$ cat config.mk
export PLATFORM = sky130hd
export DESIGN_NAME = vc_traffic_gen_flat
export DESIGN_NICKNAME = d
export VERILOG_FILES = /design/src/rtl/vc_traffic_gen_if.sv /design/src/rtl/vc_traffic_gen.sv /design/src/flat_wrapper.sv
export SDC_FILE = /design/constraint.sdc
export NUM_CORES = 1
export LEC_CHECK = 0
export BUFFER_PORTS_ARGS = -buffer_cell sky130_fd_sc_hd__buf_2
export CORE_MARGIN = 3
export CORE_UTILIZATION = 40
export DETAILED_ROUTE_END_ITERATION = 8
export MAX_ROUTING_LAYER = met4
export SLEW_MARGIN = 40
export SYNTH_ARGS = -nofsm -noshare
export SYNTH_HDL_FRONTEND = slang
export SYNTH_SLANG_ARGS = --single-unit
$ cat constraint.sdc
create_clock -name clk -period 14.85 [get_ports clk]
set_input_delay 0.7425 -clock clk [delete_from_list [all_inputs] [get_ports clk]]
set_output_delay 0.7425 -clock clk [all_outputs]
set_load 0.05 [all_outputs]
$ cat src/rtl/vc_traffic_gen_if.sv
// Request/grant/flit bundle between vc_traffic_gen (master) and an arbiter or bench (slave).
// Per-VC statistics outputs exist only when VC_TRAFFIC_STATS_EN is defined.
interface vc_traffic_gen_if #(
    parameter int vc_num     = 3,
    parameter int prio_num   = 2,
    parameter int output_num = 8,
    parameter int len_w      = 6
);
    localparam int N  = vc_num * prio_num;
    localparam int VW = (N > 1) ? $clog2(N) : 1;

    logic                             enable;
    logic [15:0]                      inject_thresh;
    logic [len_w-1:0]                 len_min;
    logic [len_w-1:0]                 len_max;
    logic                             fixed_vcs_enable;
    logic [N-1:0]                     fixed_vcs;
    logic                             cts;
    logic [VW-1:0]                    selected_vc;
    logic                             ready;

    logic [N-1:0]                     o_has_packet;
    logic [N-1:0][output_num-1:0]     dest_o;
    logic [N-1:0][VW-1:0]             output_vc_o;
    logic                             o_valid;
    logic                             o_last;
    logic [VW-1:0]                    o_vc;

`ifdef VC_TRAFFIC_STATS_EN
    logic [N-1:0][31:0]               pkt_count_o;
    logic [31:0]                      flit_count_o;

    modport master (
        input  enable, inject_thresh, len_min, len_max, fixed_vcs_enable, fixed_vcs,
               cts, selected_vc, ready,
        output o_has_packet, dest_o, output_vc_o, o_valid, o_last, o_vc,
               pkt_count_o, flit_count_o
    );

    modport slave (
        output enable, inject_thresh, len_min, len_max, fixed_vcs_enable, fixed_vcs,
               cts, selected_vc, ready,
        input  o_has_packet, dest_o, output_vc_o, o_valid, o_last, o_vc,
               pkt_count_o, flit_count_o
    );
`else
    modport master (
        input  enable, inject_thresh, len_min, len_max, fixed_vcs_enable, fixed_vcs,
               cts, selected_vc, ready,
        output o_has_packet, dest_o, output_vc_o, o_valid, o_last, o_vc
    );

    modport slave (
        output enable, inject_thresh, len_min, len_max, fixed_vcs_enable, fixed_vcs,
               cts, selected_vc, ready,
        input  o_has_packet, dest_o, output_vc_o, o_valid, o_last, o_vc
    );
`endif
endinterface

$ cat src/rtl/vc_traffic_gen.sv
// Per-VC packet source: seeded Galois LFSRs drive request, destination, output VC and length.
// Define VC_TRAFFIC_STATS_EN to add per-VC packet counters and a total accepted-flit counter.
module vc_traffic_gen #(
    parameter int          vc_num     = 3,
    parameter int          prio_num   = 2,
    parameter int          output_num = 8,
    parameter int          len_w      = 6,
    parameter int          gap_cycles = 2,
    parameter logic [15:0] seed       = 16'hACE1
) (
    input  logic             clk,
    input  logic             reset,
    vc_traffic_gen_if.master bus
);
    localparam int N  = vc_num * prio_num;
    localparam int VW = (N > 1) ? $clog2(N) : 1;
    localparam int GW = (gap_cycles > 1) ? $clog2(gap_cycles) : 1;
    localparam logic [GW-1:0] GAP_LAST = (gap_cycles > 0) ? GW'(gap_cycles - 1) : '0;

    typedef enum logic [1:0] {S_IDLE, S_REQ, S_SEND, S_GAP} state_t;

    // Shared flit datapath: only one VC can own it at a time.
    logic             r_busy;
    logic             r_valid;
    logic             r_last;
    logic [VW-1:0]    r_vc;
    logic [len_w-1:0] r_count;

    logic [len_w-1:0] w_lo;
    logic [len_w-1:0] w_hi;
    logic [len_w:0]   w_span;
    logic [N-1:0]     w_req;
    logic [N-1:0][len_w-1:0] w_len;
    logic             w_sel_ok;
    logic             w_grant;
    logic             w_done;
    logic             w_beat;
    logic [len_w-1:0] w_len_sel;

    assign w_lo   = (bus.len_min == '0) ? len_w'(1) : bus.len_min;
    assign w_hi   = (bus.len_max < w_lo) ? w_lo : bus.len_max;
    assign w_span = {1'b0, w_hi} - {1'b0, w_lo} + (len_w+1)'(1);

    assign w_sel_ok  = ({1'b0, bus.selected_vc} < (VW+1)'(N));
    assign w_grant   = bus.cts && !r_busy && w_sel_ok && w_req[bus.selected_vc];
    assign w_len_sel = w_len[bus.selected_vc];
    assign w_beat    = r_valid && bus.ready;
    assign w_done    = w_beat && r_last;

    always_ff @(posedge clk) begin
        if (reset) begin
            r_busy  <= 1'b0;
            r_valid <= 1'b0;
            r_last  <= 1'b0;
            r_vc    <= '0;
            r_count <= '0;
        end else if (w_grant) begin
            r_busy  <= 1'b1;
            r_valid <= 1'b1;
            r_vc    <= bus.selected_vc;
            r_count <= w_len_sel;
            r_last  <= (w_len_sel == len_w'(1));
        end else if (w_beat) begin
            if (r_last) begin
                r_busy  <= 1'b0;
                r_valid <= 1'b0;
                r_last  <= 1'b0;
                r_count <= '0;
            end else begin
                r_count <= r_count - len_w'(1);
                r_last  <= (r_count == len_w'(2));
            end
        end
    end

    assign bus.o_valid = r_valid;
    assign bus.o_last  = r_last;
    assign bus.o_vc    = r_vc;

    for (genvar gi = 0; gi < N; gi++) begin : g_vc
        localparam logic [15:0]   SEED_X = seed ^ 16'(gi + 1);
        localparam logic [15:0]   SEED_I = (SEED_X == 16'h0000) ? 16'h0001 : SEED_X;
        localparam logic [VW-1:0] VC_ID  = VW'(gi);

        state_t                r_state;
        logic [15:0]           r_lfsr;
        logic                  r_has;
        logic [output_num-1:0] r_dest;
        logic [VW-1:0]         r_ovc;
        logic [len_w-1:0]      r_len;
        logic [GW-1:0]         r_gap;
        logic                  w_want;
        logic                  w_mine;

        assign w_want = bus.enable &&
                        (bus.fixed_vcs_enable ? bus.fixed_vcs[gi]
                                              : (r_lfsr < bus.inject_thresh));
        assign w_mine = (r_vc == VC_ID);

        // Galois form of x^16+x^14+x^13+x^11+1, free-running.
        always_ff @(posedge clk) begin
            if (reset) begin
                r_lfsr <= SEED_I;
            end else begin
                r_lfsr <= {1'b0, r_lfsr[15:1]} ^ (r_lfsr[0] ? 16'hB400 : 16'h0000);
            end
        end

        always_ff @(posedge clk) begin
            if (reset) begin
                r_state <= S_IDLE;
                r_has   <= 1'b0;
                r_dest  <= '0;
                r_ovc   <= '0;
                r_len   <= '0;
                r_gap   <= '0;
            end else begin
                case (r_state)
                    S_IDLE: begin
                        if (w_want) begin
                            r_state <= S_REQ;
                            r_has   <= 1'b1;
                            r_dest  <= output_num'(1) << (int'(r_lfsr[15:8]) % output_num);
                            r_ovc   <= bus.fixed_vcs_enable ? VC_ID
                                                            : VW'(int'(r_lfsr[7:0]) % N);
                            r_len   <= w_lo + len_w'({1'b0, r_lfsr[len_w-1:0]} % w_span);
                        end
                    end
                    S_REQ: begin
                        if (w_grant && (bus.selected_vc == VC_ID)) begin
                            r_state <= S_SEND;
                        end
                    end
                    S_SEND: begin
                        if (w_done && w_mine) begin
                            r_state <= (gap_cycles == 0) ? S_IDLE : S_GAP;
                            r_has   <= 1'b0;
                            r_gap   <= '0;
                        end
                    end
                    S_GAP: begin
                        if (r_gap == GAP_LAST) begin
                            r_state <= S_IDLE;
                        end else begin
                            r_gap <= r_gap + GW'(1);
                        end
                    end
                    default: r_state <= S_IDLE;
                endcase
            end
        end

        assign w_req[gi]            = (r_state == S_REQ);
        assign w_len[gi]            = r_len;
        assign bus.o_has_packet[gi] = r_has;
        assign bus.dest_o[gi]       = r_dest;
        assign bus.output_vc_o[gi]  = r_ovc;

`ifdef VC_TRAFFIC_STATS_EN
        logic [31:0] r_pkt_count;

        always_ff @(posedge clk) begin
            if (reset) begin
                r_pkt_count <= '0;
            end else if (w_done && w_mine) begin
                r_pkt_count <= r_pkt_count + 32'd1;
            end
        end

        assign bus.pkt_count_o[gi] = r_pkt_count;
`endif
    end

`ifdef VC_TRAFFIC_STATS_EN
    logic [31:0] r_flit_count;

    always_ff @(posedge clk) begin
        if (reset) begin
            r_flit_count <= '0;
        end else if (w_beat) begin
            r_flit_count <= r_flit_count + 32'd1;
        end
    end

    assign bus.flit_count_o = r_flit_count;
`endif
endmodule

$ cat src/flat_wrapper.sv
// flat-port wrapper written by rule: the top's interface ports become plain ports
module vc_traffic_gen_flat 
#(
    parameter int          vc_num     = 3,
    parameter int          prio_num   = 2,
    parameter int          output_num = 8,
    parameter int          len_w      = 6,
    parameter int          gap_cycles = 2,
    parameter logic [15:0] seed       = 16'hACE1
)
  (clk, reset, bus_enable, bus_inject_thresh, bus_len_min, bus_len_max, bus_fixed_vcs_enable, bus_fixed_vcs, bus_cts, bus_selected_vc, bus_ready, bus_o_has_packet, bus_dest_o, bus_output_vc_o, bus_o_valid, bus_o_last, bus_o_vc);
  vc_traffic_gen_if #(.vc_num(vc_num), .prio_num(prio_num), .output_num(output_num), .len_w(len_w)) bus_i ();
  input  logic clk;
  input  logic reset;
  input wire logic [$bits(bus_i.enable)-1:0] bus_enable;
  input wire logic [$bits(bus_i.inject_thresh)-1:0] bus_inject_thresh;
  input wire logic [$bits(bus_i.len_min)-1:0] bus_len_min;
  input wire logic [$bits(bus_i.len_max)-1:0] bus_len_max;
  input wire logic [$bits(bus_i.fixed_vcs_enable)-1:0] bus_fixed_vcs_enable;
  input wire logic [$bits(bus_i.fixed_vcs)-1:0] bus_fixed_vcs;
  input wire logic [$bits(bus_i.cts)-1:0] bus_cts;
  input wire logic [$bits(bus_i.selected_vc)-1:0] bus_selected_vc;
  input wire logic [$bits(bus_i.ready)-1:0] bus_ready;
  output wire logic [$bits(bus_i.o_has_packet)-1:0] bus_o_has_packet;
  output wire logic [$bits(bus_i.dest_o)-1:0] bus_dest_o;
  output wire logic [$bits(bus_i.output_vc_o)-1:0] bus_output_vc_o;
  output wire logic [$bits(bus_i.o_valid)-1:0] bus_o_valid;
  output wire logic [$bits(bus_i.o_last)-1:0] bus_o_last;
  output wire logic [$bits(bus_i.o_vc)-1:0] bus_o_vc;
  assign bus_i.enable = bus_enable;
  assign bus_i.inject_thresh = bus_inject_thresh;
  assign bus_i.len_min = bus_len_min;
  assign bus_i.len_max = bus_len_max;
  assign bus_i.fixed_vcs_enable = bus_fixed_vcs_enable;
  assign bus_i.fixed_vcs = bus_fixed_vcs;
  assign bus_i.cts = bus_cts;
  assign bus_i.selected_vc = bus_selected_vc;
  assign bus_i.ready = bus_ready;
  assign bus_o_has_packet = bus_i.o_has_packet;
  assign bus_dest_o = bus_i.dest_o;
  assign bus_output_vc_o = bus_i.output_vc_o;
  assign bus_o_valid = bus_i.o_valid;
  assign bus_o_last = bus_i.o_last;
  assign bus_o_vc = bus_i.o_vc;
  vc_traffic_gen #(.vc_num(vc_num), .prio_num(prio_num), .output_num(output_num), .len_w(len_w), .gap_cycles(gap_cycles), .seed(seed)) u_core (.clk(clk), .reset(reset), .bus(bus_i));
endmodule
==> impl_metrics.yaml <==
sta:
  fin_crit_ns: 14.01
  hold_viol: 0
  fmax_mhz: 71.4
  timing.final.ws_setup_ns: 0.842
  maxSlewViolCount: 0
  setup_viol: 0
  slew_headroom_pct: 44.4
  tightest_slew_ns: 0.834
  fin_skew_ns: 0.0244
  fin_setup_tns_ns: 0
  timing.final.crit_share_pct: 94.3
place:
  place.detailed.hpwl_mm: 53.6
  post-place-ws_ns: 0.00656
  port_buffers: 119
  postPlaceCellArea_mm2: 0.0234
  gp_congestion: 0.938
worst_setup_path:
  rr_startpoint: "u_core.g_vc[1].r_lfsr[5]$_SDFF_PP1_"
  reg2reg_setup_slack_ns: 3.57
  r2r-end: "u_core.g_vc[1].r_len[5]$_SDFFE_PP0P_"
  path_depth: 68
  crit_start: "bus_len_min[5]"
  cp-end-kind: "flip-flop"
  cp-start-kind: "primary input"
  cp.required_ns: 15.26
  ff2ff_path_depth: 53
  critPathSlowestCell: "or4_1"
  crit_top_cell: "ha_1"
  arrival_ns: 14.41
  crit_end: "u_core.g_vc[1].r_len[5]$_SDFFE_PP0P_"
  path_delay_family: "compound AO/OA/AOI/OAI gates"
  critPathMaxStageDelay_ns: 0.51
  crit_path_max_fanout: 11
  path_buf_inv: 9
  setup.worst_path.class: "primary input to flip-flop"
route:
  wire_per_inst_um: 19.6
  drt_iter0_drc: 1275
  ant_nets: 0
  firstDrtPassIters: 5
  drc_errors: 0
  dr_total_vias: 20578
  avgViaCountPerCell: 5.76
  drt-total-wl_mm: 70.0
global_route:
  track_usage_pct: 24.0
  first_global_vias: 19860
  grt-ovfl-total: 0
  antenna_found_initial: 0
  grt_pass1_wl_mm: 108
  grt_max_degree: 101
power_and_ir_drop:
  leakage_nw: 10.7
  powerDensity_mw_per_mm2: 170
  peakVddDrop_v: 0.000116
  total_power_mw: 4.18
finish:
  final_nets: 3206
  antenna-diode-count: 0
  area_delta_synth_final_pct: 11.2
  design_area_mm2: 0.0246
  drive_above_1_share_pct: 14.4
logic_synthesis:
  syn_area_per_cell_um2: 8.02
  synthFlopType: "dfxtp_1"
  ys_seq_elements: 233
  synthCells: 2762
  synth-edff-count: 0
  synth_top_area_cell: "dfxtp_1"
  yosysSeqAreaShare_pct: 21.1
  ys_warn_count: 0
  synth_top_area_share_pct: 21.1
  synth_area_mm2: 0.0222
  ys_types: 97
  synth_area_leaders: "dfxtp_1 (21%), ha_1 (19%), a21oi_1 (5.0%)"
  synthArstFlopShare_pct: 0
clock_tree:
  cts_tree: "done"
  cts_inserted_buffers: 27
  cts_max_path_buffers: 3
  insertion_delay_ns: 0.57
  htree_levels: 1
  cts-root-buf: "clkbuf_16"
  clk_pin_slew_ns: 0.07
  cts_num_sinks: 233
run:
  max-cap-violations: 0
floorplan:
  dieWidth_um: 241
  core_area_mm2: 0.0543
  fp.dieH_um: 241
  io_pins: 120
  die_area_mm2: 0.0582
  rows: 85
  start_util_pct: 40.8
status:
  outcome: "complete, no violations"
worst_hold_path:
  hold_class: "flip-flop to flip-flop"
## state kept, by name, summed over array words and instances, names as in the netlist
name,cells
u_core.bus.o_vc,3
u_core.g_vc.r_state,12
u_core.g_vc.r_gap,6
u_core.g_vc.r_dest,48
u_core.g_vc.r_len,36
u_core.g_vc.r_has,6
u_core.g_vc.r_ovc,18
u_core.g_vc.r_lfsr,96
u_core.r_count,6
u_core.r_busy,1
u_core.bus.o_last,1
## cells in the mapped netlist (8+ instances only)
| library cell | n |
|---|---|
| xor2_1 | 39 |
| mux2i_1 | 45 |
| o21ai_0 | 129 |
| and2_1 | 10 |
| and4_1 | 9 |
| nand2b_1 | 51 |
| a221oi_1 | 11 |
| and3_1 | 23 |
| a211o_1 | 8 |
| o22ai_1 | 14 |
| clkbuf_1 | 141 |
| nand2_1 | 216 |
| nand4b_1 | 17 |
| o211ai_1 | 24 |
| nor2b_1 | 72 |
| inv_1 | 139 |
| or3_1 | 16 |
| fa_1 | 13 |
| mux2_2 | 61 |
| or2_2 | 37 |
| o21bai_1 | 8 |
| nand3b_1 | 15 |
| a311o_1 | 8 |
| o21a_1 | 50 |
| nor2_1 | 250 |
| a211oi_1 | 24 |
| nor3_1 | 73 |
| nor4_1 | 10 |
| nand4_1 | 24 |
| a31oi_1 | 20 |
| ha_1 | 336 |
| o31ai_1 | 18 |
| xnor2_1 | 104 |
| a311oi_1 | 9 |
| a21oi_1 | 222 |
| nand3_1 | 59 |
| a21boi_0 | 14 |
| a21o_1 | 35 |
| dfxtp_1 | 233 |
## kinds of logic (layout without fill, tap and decap cells)
logic type,Yosys count,count (layout),share of synthesized area [%]
AOI/OAI and AO/OA,697,698,20.8
xor gates and xnor gates,143,143,5.65
adders and majority gates,349,349,20.2
buffers and inverters,298,364,5.30
DFF,233,233,21.1
muxes,115,115,5.98
other,1,6,0.0169
and+or+nand+nor,926,926,21.1
## layer usage
metal  track usage, %  up-vias  routed length, µm
met5                -        -                  0
met3             2.13      106               3400
li1                 -    10032                  -
met1             31.4     9921              32000
met4             5.58        0               1700
met2             40.1      519              32900
## worst reg2reg max path: cells and delay by family, from the launching register on
family                   cells  cell delay, ns
AO/OA/AOI/OAI               27            5.04
adder cells (fa/ha/maj)      7            2.18
AND/OR/NAND/NOR              9            1.15
buffers and inverters        6            0.92
flip-flops                   1            0.79
multiplexers                 2            0.69
XOR/XNOR                     2            0.35
## layout by cell type, fill, tap and decap left out, types with 59 or more instances in the layout
cell / n
nand3_1: 59
inv_1: 138
nor2b_1: 70
mux2_2: 61
nor2_1: 247
nor3_1: 73
xnor2_1: 103
ha_1: 336
dfxtp_1: 233
nand2_1: 216
o21ai_0: 118
buf_2: 119
a21oi_1: 213
## worst min-delay path by stage
stage	startpoint	end	slack [ns]	cells past startpoint
2_1_floorplan	u_core.g_vc[0].r_lfsr[12]$_SDFF_PP0_	u_core.g_vc[0].r_lfsr[11]$_SDFF_PP1_	0.42	1
3_3_place_gp	u_core.g_vc[1].r_lfsr[12]$_SDFF_PP0_	u_core.g_vc[1].r_lfsr[11]$_SDFF_PP1_	0.44	1
3_5_place_dp	u_core.g_vc[1].r_lfsr[12]$_SDFF_PP0_	u_core.g_vc[1].r_lfsr[11]$_SDFF_PP1_	0.43	1
4_1_cts	u_core.g_vc[1].r_lfsr[12]$_SDFF_PP0_	u_core.g_vc[1].r_lfsr[11]$_SDFF_PP1_	0.45	1
5_1_grt	u_core.g_vc[1].r_lfsr[12]$_SDFF_PP0_	u_core.g_vc[1].r_lfsr[11]$_SDFF_PP1_	0.46	1
6_report	u_core.g_vc[1].r_lfsr[12]$_SDFF_PP0_	u_core.g_vc[1].r_lfsr[11]$_SDFF_PP1_	0.44	1
## stage by stage
step	cells	hold slack (ns)	utilization (%)
6_report	3573	0.443	45.3
4_1_cts	3563	0.449	44.8
5_1_grt	3573	0.465	45.3
3_3_place_gp	3513	0.438	43.1
2_1_floorplan	2767	0.419	-
3_5_place_dp	3514	0.433	43.1
## cell type report
cell class	count	area [µm²]
flip-flops and latches	233	4660
well taps	739	925
fillers	5335	29700
repair buffers	176	1030
clock buffers	32	714
inverters	139	522
multi-input cells	2237	16600
clock inverters	17	194
## power breakdown
group / internal, mW / total, mW / leakage (nW) / switching [mW]
registers: 0.716 / 0.816 / 1.92 / 0.0997
clock network: 0.400 / 0.692 / 0.443 / 0.292
logic: 1.15 / 2.67 / 8.31 / 1.52
total: 2.26 / 4.18 / 10.7 / 1.92
## repair_timing
action,4_1_cts,5_1_grt
gates resized for setup,0,55
endpoints found under the hold margin,0,0
hold buffers,0,0
setup endpoints to repair,0,14
setup buffers,0,8
(Power assumes the default switching activity.)
